## src/rtl/msg_link_defs.sv

```systemverilog
// Shared definitions for the serial message link: receiver state encodings and default bit timing.
package msg_link_defs;

  localparam logic [2:0] RX_IDLE      = 3'd0;
  localparam logic [2:0] RX_START     = 3'd1;
  localparam logic [2:0] RX_DATA      = 3'd2;
  localparam logic [2:0] RX_STOP      = 3'd3;
  localparam logic [2:0] RX_WAIT_HIGH = 3'd4;

  localparam int DEFAULT_CLOCKS_PER_BIT = 868;

endpackage

```

## src/rtl/sync_2ff.sv

```systemverilog
// Two-flop synchronizer for a single asynchronous input; resets to INIT so an idle line reads idle.
module sync_2ff #(
  parameter logic INIT = 1'b1
) (
  input  logic Clock,
  input  logic Clear,
  input  logic data_i,
  output logic data_o
);

  logic meta_q;
  logic sync_q;

  always_ff @(posedge Clock or negedge Clear) begin
    if (!Clear) begin
      meta_q <= INIT;
      sync_q <= INIT;
    end else begin
      meta_q <= data_i;
      sync_q <= meta_q;
    end
  end

  assign data_o = sync_q;

endmodule

```

## src/rtl/serial_byte_receiver.sv

```systemverilog
// 8N1 LSB-first serial receiver: mid-bit sampling, start-glitch rejection, framing-error flag,
// and a one-cycle strobe per good byte for the downstream message router.
//
//  state        | meaning
//  RX_IDLE      | line idle, waiting for a falling edge
//  RX_START     | timing to the start-bit mid-point to confirm it
//  RX_DATA      | sampling 8 data bits at bit mid-points
//  RX_STOP      | sampling the stop bit
//  RX_WAIT_HIGH | bad stop bit seen, waiting for the line to return high
module serial_byte_receiver
  import msg_link_defs::*;
#(
  parameter int ClocksPerBit = DEFAULT_CLOCKS_PER_BIT
) (
  input  logic       Clock,
  input  logic       Clear,
  input  logic       SerialIn,
  output logic [7:0] MessageByte,
  output logic       MessageByteReady,
  output logic       FramingError,
  output logic       Busy
);

  localparam int CW = $clog2(ClocksPerBit);
  localparam logic [CW-1:0] FULL_TC = CW'(ClocksPerBit - 1);
  localparam logic [CW-1:0] HALF_TC = CW'(ClocksPerBit / 2 - 1);
  localparam logic [CW-1:0] CNT_ONE = CW'(1);

  logic          rx;
  logic [2:0]    state_q,  state_d;
  logic [CW-1:0] clkcnt_q, clkcnt_d;
  logic [2:0]    bitcnt_q, bitcnt_d;
  logic [7:0]    shreg_q,  shreg_d;
  logic [7:0]    byte_q,   byte_d;
  logic          ready_q,  ready_d;
  logic          ferr_q,   ferr_d;

  sync_2ff #(.INIT(1'b1)) u_sync_rx (
    .Clock  (Clock),
    .Clear  (Clear),
    .data_i (SerialIn),
    .data_o (rx)
  );

  always_comb begin
    state_d  = state_q;
    clkcnt_d = clkcnt_q;
    bitcnt_d = bitcnt_q;
    shreg_d  = shreg_q;
    byte_d   = byte_q;
    ready_d  = 1'b0;
    ferr_d   = 1'b0;
    case (state_q)
      RX_IDLE: begin
        if (!rx) begin
          state_d  = RX_START;
          clkcnt_d = '0;
        end
      end
      RX_START: begin
        if (clkcnt_q == HALF_TC) begin
          if (rx) begin
            state_d = RX_IDLE;
          end else begin
            state_d  = RX_DATA;
            clkcnt_d = '0;
            bitcnt_d = '0;
          end
        end else begin
          clkcnt_d = clkcnt_q + CNT_ONE;
        end
      end
      RX_DATA: begin
        if (clkcnt_q == FULL_TC) begin
          clkcnt_d = '0;
          shreg_d  = {rx, shreg_q[7:1]};
          if (bitcnt_q == 3'd7) begin
            state_d = RX_STOP;
          end else begin
            bitcnt_d = bitcnt_q + 3'd1;
          end
        end else begin
          clkcnt_d = clkcnt_q + CNT_ONE;
        end
      end
      RX_STOP: begin
        if (clkcnt_q == FULL_TC) begin
          clkcnt_d = '0;
          // Leaving at the stop-bit mid-point lets an immediately following start edge be caught.
          if (rx) begin
            byte_d  = shreg_q;
            ready_d = 1'b1;
            state_d = RX_IDLE;
          end else begin
            ferr_d  = 1'b1;
            state_d = RX_WAIT_HIGH;
          end
        end else begin
          clkcnt_d = clkcnt_q + CNT_ONE;
        end
      end
      RX_WAIT_HIGH: begin
        if (rx) begin
          state_d = RX_IDLE;
        end
      end
      default: state_d = RX_IDLE;
    endcase
  end

  always_ff @(posedge Clock or negedge Clear) begin
    if (!Clear) begin
      state_q  <= RX_IDLE;
      clkcnt_q <= '0;
      bitcnt_q <= '0;
      shreg_q  <= '0;
      byte_q   <= '0;
      ready_q  <= 1'b0;
      ferr_q   <= 1'b0;
    end else begin
      state_q  <= state_d;
      clkcnt_q <= clkcnt_d;
      bitcnt_q <= bitcnt_d;
      shreg_q  <= shreg_d;
      byte_q   <= byte_d;
      ready_q  <= ready_d;
      ferr_q   <= ferr_d;
    end
  end

  assign MessageByte      = byte_q;
  assign MessageByteReady = ready_q;
  assign FramingError     = ferr_q;
  assign Busy             = (state_q != RX_IDLE);

endmodule

```

## config.mk

```make
export PLATFORM = sky130hd
export DESIGN_NAME = serial_byte_receiver
export DESIGN_NICKNAME = d
export VERILOG_FILES = /design/src/rtl/msg_link_defs.sv /design/src/rtl/sync_2ff.sv /design/src/rtl/serial_byte_receiver.sv
export SDC_FILE = /design/constraint.sdc
export NUM_CORES = 1
export LEC_CHECK = 0
export ABC_AREA = 1
export CORE_MARGIN = 5
export CORE_UTILIZATION = 52
export CTS_CLUSTER_DIAMETER = 40
export CTS_CLUSTER_SIZE = 25
export DETAILED_ROUTE_END_ITERATION = 8
export GPL_ROUTABILITY_DRIVEN = 1
export PLACE_DENSITY = 0.79
export SLEW_MARGIN = 40
export SYNTH_ARGS = -nofsm -noshare
export SYNTH_HDL_FRONTEND = slang
export SYNTH_SLANG_ARGS = --single-unit
```

## constraint.sdc

```tcl
create_clock -name Clock -period 1.5 [get_ports Clock]
set_input_delay 0.3 -clock Clock [delete_from_list [all_inputs] [get_ports Clock]]
set_output_delay 0.3 -clock Clock [all_outputs]
set_load 0.05 [all_outputs]
```

==> run_results.csv, run 1 <==
group,metric,value,unit
route,initialDrtViolationCount,84,
grt,grtUsageTotal,0.1719,
timing,period_needed,1.545,ns
grt,global_route.overflow_total,0,
logic_synthesis,netlist_instances,224,
placement,numPortBuffers,13,
clock_network,cts_buffers,5,
timing,worst_slew_pin_slew,0.4133,ns
route,drc,0,
grt,grt_pass1_wl,6644,um
route,wirelength,4420,um
clock_network,clock_latency,0.34,ns
timing,rsz0062_at_grt,"true",
power_and_ir_drop,peakVddDrop,711.5,uV
logic_synthesis,avgSynthCellArea,8.233,um2
power_and_ir_drop,p_leak,1.186,nW
logic_synthesis,synth_area,1844,um2
placement,dpl_cell_area,2206,um2
cells_and_area,final_nets,268,
logic_synthesis,ys_warn_count,0,
timing,max_freq,647.4,MHz
route,top_layer_used,"met4",
clock_network,cts.path.max_buffers,2,
die,core,3390,um2
timing,skew,0.01184,ns
timing,setup_viol,19,
route,met3_wirelength,253,um
min_path,hold_class,"input port to flop",
critical_path,cp-end-kind,"flop",
critical_path,cp.arrival,1.79,ns
critical_path,cp.required,1.74,ns
die,start_util,0.5441,
logic_synthesis,synth.distinct_cells,29,
placement,dpl.hpwl,2683,um
critical_path,slowest_stage,"dfrtp_1",
timing,relSlewSlack,0.7245,
route,ant_nets,0,
die,design.die.area,4838,um2
timing,slew_viol_final,0,
route,wl_per_cell,14.35,um
die,die_h,69.56,um
die,io_pins,14,
cells_and_area,regArea,903.4,um2
timing,fin_crit_sh,1.030,
critical_path,cp_max_fo,7,
timing,fin_ws,-0.04471,ns
logic_synthesis,ys_ff_latch,36,
status,violations,"negative setup slack",
die,die_w,69.56,um
grt,grt_pass1_vias,1488,
logic_synthesis,ys_seq_area_frac,0.4898,
route,first_pass_iters,4,
critical_path,path_cells,"buf_6, ha_4, nand2_2, nor2_1, nand2_1, nand2_4, nand2_4, a21oi_1, a21oi_1",
route,vias,1642,
flow_run,drv_cap,0,
die,rows,21,
cells_and_area,areaGrowthSynthToFinish,34.87,%
power_and_ir_drop,cellPowerDensity,636.0,nW/um2
grt,grt_max_degree,20,
critical_path,critPathLaunchType,"flop",
critical_path,slowest_delay,0.43,ns
cells_and_area,diodes,0,
clock_network,root_buffer,"clkbuf_4",
cells_and_area,final_cell_area,2487,um2
cells_and_area,nFillCells,223,
grt,antenna_found_initial,0,
clock_network,cts_sinks,36,
logic_synthesis,postSynthNetCount,231,
route,via_per_inst,5.331,
status,outcome,"finished, violations left",
placement,dpl_worst_slack,-0.01243,ns
timing,hold_viol,0,
clock_network,cts_tree,"built",
clock_network,htree_levels,2,
critical_path,crit_type,"flop to flop",
clock_network,cts.clk_slew.worst_paths,0.11,ns
cells_and_area,multiInputGateArea,920.9,um2
route,met2_length,2224,um
placement,gp_congestion,0.8776,
cells_and_area,drive_above_1_share,0.3092,
route,wl_met1,1828,um
flip-flops by register name, summed over array words and instances (netlist names):
register,flops
u_sync_rx.data_o,1
state_q,3
MessageByteReady,1
clkcnt_q,10
bitcnt_q,3
u_sync_rx.meta_q,1
FramingError,1
MessageByte,8
shreg_q,8
critical path: cells and delay by family, from the launching register on:
family / cells / cell delay (ns)
buffers and inverters: 1 / 0.13
DFF: 1 / 0.43
adders and majority gates: 1 / 0.12
AOI/OAI and AO/OA: 2 / 0.22
and+or+nand+nor: 5 / 0.53
layer usage:
layer / track usage / up-vias
li1: - / 798
met1: 0.2187 / 773
met2: 0.2722 / 58
met3: 0.05362 / 13
met4: 0.06725 / 0
met5: 0 / -
per-stage QoR:
step | utilization | cells | power (mW) | setup TNS, ns | hold WS, ns
finish | 0.7339 | 308 | 1.582 | -0.4042 | 0.3513
global route | 0.7339 | 308 | 1.644 | -2.539 | 0.3484
CTS | 0.6866 | 303 | 1.594 | -0.1360 | 0.3397
detailed placement | 0.6508 | 291 | 1.036 | -0.01243 | 0.2566
global placement | 0.6508 | 291 | 1.036 | 0 | 0.2601
floorplan | - | 224 | 1.002 | 0 | 0.004409
what timing repair did:
action                                  in CTS  in global routing
pin swaps                                    6                  8
endpoints found under the hold margin       17                  0
cloned                                       1                  0
gates resized for setup                      8                 32
endpoints found under the setup margin      10                 32
hold buffers                                 1                  0
buffers inserted                             2                  5
cell type report:
| cell class | count | area share |
|---|---|---|
| multi-input combinational | 151 | 0.3702 |
| sequential | 36 | 0.3632 |
| timing repair buffer | 33 | 0.1670 |
| inverter | 34 | 0.05131 |
| tap | 46 | 0.02314 |
| clock buffer | 7 | 0.02213 |
| clock inverter | 1 | 0.003018 |
cell families after synthesis:
| kind of cell | synth area share |
|---|---|
| AND/OR/NAND/NOR | 0.2836 |
| buffers and inverters | 0.09023 |
| AO/OA/AOI/OAI | 0.1031 |
| flip-flops | 0.4898 |
| adder cells (fa/ha/maj) | 0.02714 |
| multiplexers | 0.006105 |
Yosys cell counts (all sizes together):
master	number	share of area
nand2	68	0.15
dfrtp	34	0.46
inv	34	0.069
o21ai	22	0.060
nor2	18	0.050
nand3	12	0.039
a21oi	9	0.024
nand4	6	0.024
buf	4	0.021
ha	4	0.027
nor3	3	0.017
dfstp	2	0.028
nand3b	2	0.0081
o21bai	2	0.0081
a21o	1	0.0041
a31oi	1	0.0034
mux2	1	0.0061
o22ai	1	0.0034
worst paths after layout:
path / startpoint / end / slack [ns] / cells after the start
worst max-delay path: clkcnt_q[0] / clkcnt_q[2] / -0.04 / 9
worst min-delay path: SerialIn / u_sync_rx.meta_q / 0.35 / 1
worst max register to register: clkcnt_q[0] / clkcnt_q[2] / -0.04 / 9
worst min register to register: u_sync_rx.meta_q / u_sync_rx.data_o / 0.36 / 0
max in group asynchronous: Clear / u_sync_rx.meta_q / 0.58 / 3
min in group asynchronous: Clear / clkcnt_q[2] / 0.41 / 2
cells in the final DEF, fill, tap and decap left out, drive strengths merged:
| cell | count |
|---|---|
| nor2 | 18 |
| ha | 4 |
| clkinvlp | 1 |
| a21o | 1 |
| dlygate4sd3 | 1 |
| nand4 | 6 |
| buf | 31 |
| a31oi | 1 |
| inv | 34 |
| mux2 | 1 |
| clkbuf | 7 |
| dfstp | 2 |
| o21ai | 22 |
| nor3 | 3 |
| o21bai | 2 |
| nand3 | 12 |
| nand3b | 2 |
| nand2 | 69 |
| o22ai | 1 |
| clkdlybuf4s50 | 1 |
| a21oi | 9 |
| dfrtp | 34 |
power breakdown:
part / leakage, nW / internal, mW / switching, mW
clock: 0.0315 / 0.230 / 0.331
combinational: 0.673 / 0.0146 / 0.0292
sequential: 0.481 / 0.975 / 0.00236
total: 1.19 / 1.22 / 0.363
Power figures use the tool's default switching activity.
==> inputs of run 2 (changes only) <==
--- a/config.mk
+++ b/config.mk
@@ -15,2 +15,3 @@
 export PLACE_DENSITY = 0.79
+export SKIP_CTS_REPAIR_TIMING = 1
 export SLEW_MARGIN = 40
--- a/constraint.sdc
+++ b/constraint.sdc
@@ -3,2 +3,2 @@
 set_output_delay 0.3 -clock Clock [all_outputs]
-set_load 0.05 [all_outputs]
+set_load 0.02 [all_outputs]
==> run 2 against run 1 <==
Net effect:
- the flow still finishes with violations (negative setup slack)
- wire length is 18% higher
- count of clock-buffer cells in the layout is 2 lower
- combinational power about the same
- sequential cell count did not move
- critical path type unchanged
==> run_results.csv, run 2 (same netlist as run 1, synthesis figures left out) <==
group,metric,value,unit
grt,grtUsageTotal,0.1661,
flow_run,drv_cap,0,
cells_and_area,nFillCells,194,
clock_network,cts.path.max_buffers,2,
power_and_ir_drop,peakVddDrop,606.5,uV
route,ant_nets,0,
power_and_ir_drop,clkPwrFrac,0.336,
power_and_ir_drop,seqPwrFrac,0.635,
power_and_ir_drop,p_sw,0.3695,mW
die,rows,21,
cells_and_area,largest_reg_flops,10,
cells_and_area,drive_above_1_share,0.3545,
power_and_ir_drop,power_switching_share,0.2401,
die,die_h,69.56,um
cells_and_area,final_cell_mix,"nand2_1, dfrtp_1, inv_1, buf_4, o21ai_1",
clock_network,clock_latency,0.35,ns
cells_and_area,areaGrowthSynthToFinish,39.62,%
timing,setup_tns,-3.714,ns
min_path,hold_class,"input port to flop",
cells_and_area,layout_commonest_cell,"nand2_1",
timing,period_needed,1.692,ns
placement,numPortBuffers,13,
clock_network,cts.clk_slew.worst_paths,0.12,ns
placement,gp_congestion,0.8965,
grt,antenna_found_initial,0,
critical_path,cp.arrival,1.92,ns
route,wl_per_cell,16.63,um
grt,global_route.overflow_total,0,
clock_network,cts_tree,"built",
cells_and_area,final_nets,274,
timing,hold_viol,0,
clock_network,cts_buffers,5,
power_and_ir_drop,p_total,1.539,mW
critical_path,cp.required,1.73,ns
power_and_ir_drop,cellPowerDensity,597.7,nW/um2
timing,worst_slew_pin_slew,0.4526,ns
timing,slew_viol_final,0,
cells_and_area,regMostFlops,"clkcnt_q",
die,core,3390,um2
route,via_per_inst,5.506,
critical_path,crit_type,"flop to flop",
die,io_pins,14,
timing,skew,0.02025,ns
critical_path,critPathLaunchType,"flop",
power_and_ir_drop,intPower,1.169,mW
timing,relSlewSlack,0.6983,
critical_path,rrSetupSlack,-0.19,ns
timing,fin_crit_sh,1.128,
placement,dpl_worst_slack,-0.03571,ns
placement,dpl.hpwl,2722,um
power_and_ir_drop,p_comb_frac,0.029,
grt,grt_pass1_vias,1447,
route,first_pass_iters,8,
status,violations,"negative setup slack",
status,outcome,"finished, violations left",
route,vias,1729,
route,drc,0,
clock_network,root_buffer,"clkbuf_4",
die,die_w,69.56,um
route,wirelength,5223,um
clock_network,htree_levels,2,
timing,setup_viol,33,
timing,rsz0062_at_grt,"true",
die,design.die.area,4838,um2
timing,max_freq,591.1,MHz
power_and_ir_drop,p_leak,1.380,nW
critical_path,cp-end-kind,"flop",
route,initialDrtViolationCount,124,
critical_path,cp_max_fo,8,
clock_network,cts_sinks,36,
grt,grt_max_degree,20,
timing,fin_ws,-0.1919,ns
cells_and_area,diodes,0,
grt,grt_pass1_wl,6479,um
die,start_util,0.5441,
## run 2: cell types whose count changed in the layout (fill, tap and decap cells not counted), moves of 4 or more
cell,change
buf_12,-10
dlymetal6s2s_1,+10
nand2_2,+5
a21oi_1,-4
a21oi_2,+4
## run 2: worst paths after layout
path / endpoint / cells after the start / startpoint
max: MessageByte[7] / 7 / clkcnt_q[7]
min: u_sync_rx.meta_q / 1 / SerialIn
max reg2reg: MessageByte[7] / 7 / clkcnt_q[7]
min reg2reg: u_sync_rx.data_o / 0 / u_sync_rx.meta_q
max in group asynchronous: clkcnt_q[3] / 3 / Clear
min in group asynchronous: shreg_q[6] / 2 / Clear
## run 2: critical path, stage by stage (launching register included)
cell	delay, ns
dfrtp_1	0.44
inv_2	0.11
nand2_1	0.12
nor2_4	0.20
nand3_4	0.15
nor3_4	0.27
clkbuf_16	0.21
o21ai_1	0.06
## run 2: layout make-up
type | count | area (um2) | area share
Clock inverter | 3 | 18.77 | 0.007289
Multi-Input combinational cell | 151 | 1003 | 0.3897
Sequential cell | 36 | 905.9 | 0.3518
Inverter | 34 | 130.1 | 0.05053
Clock buffer | 5 | 37.54 | 0.01458
Tap cell | 46 | 57.56 | 0.02235
Timing Repair Buffer | 39 | 421.7 | 0.1638
## run 2: stage by stage
| step | utilization | hold WS [ns] | area (um2) | std cells |
|---|---|---|---|---|
| after floorplan | - | 0.004409 | 1849 | 224 |
| after global placement | 0.6286 | 0.2681 | 2131 | 294 |
| after detailed placement | 0.6286 | 0.2653 | 2131 | 294 |
| after CTS | 0.6453 | -0.1161 | 2187 | 302 |
| after global routing | 0.7597 | 0.3286 | 2575 | 314 |
| final | 0.7597 | 0.3609 | 2575 | 314 |
## run 2: per-layer routing
layer	part of all wire	global-route usage
met4	0.042	0.06508
met3	0.059	0.05217
met5	0	0
met2	0.51	0.2532
met1	0.39	0.2196
## run 2: power by group through the flow
stage | Clock, mW | Sequential, mW | Combinational, mW
floorplan | 0 | 0.995 | 0.00692
global placement | 0 | 0.996 | 0.0397
detailed placement | 0 | 0.996 | 0.0403
CTS | 0.521 | 0.977 | 0.0403
global route | 0.589 | 0.978 | 0.0497
finish | 0.518 | 0.977 | 0.0442
==> inputs of run 3 (changes only) <==
- CTS_CLUSTER_SIZE: 25 -> not set
==> results of run 3 <==
No change in the layout: final DEF, timing and power equal those of run 2.
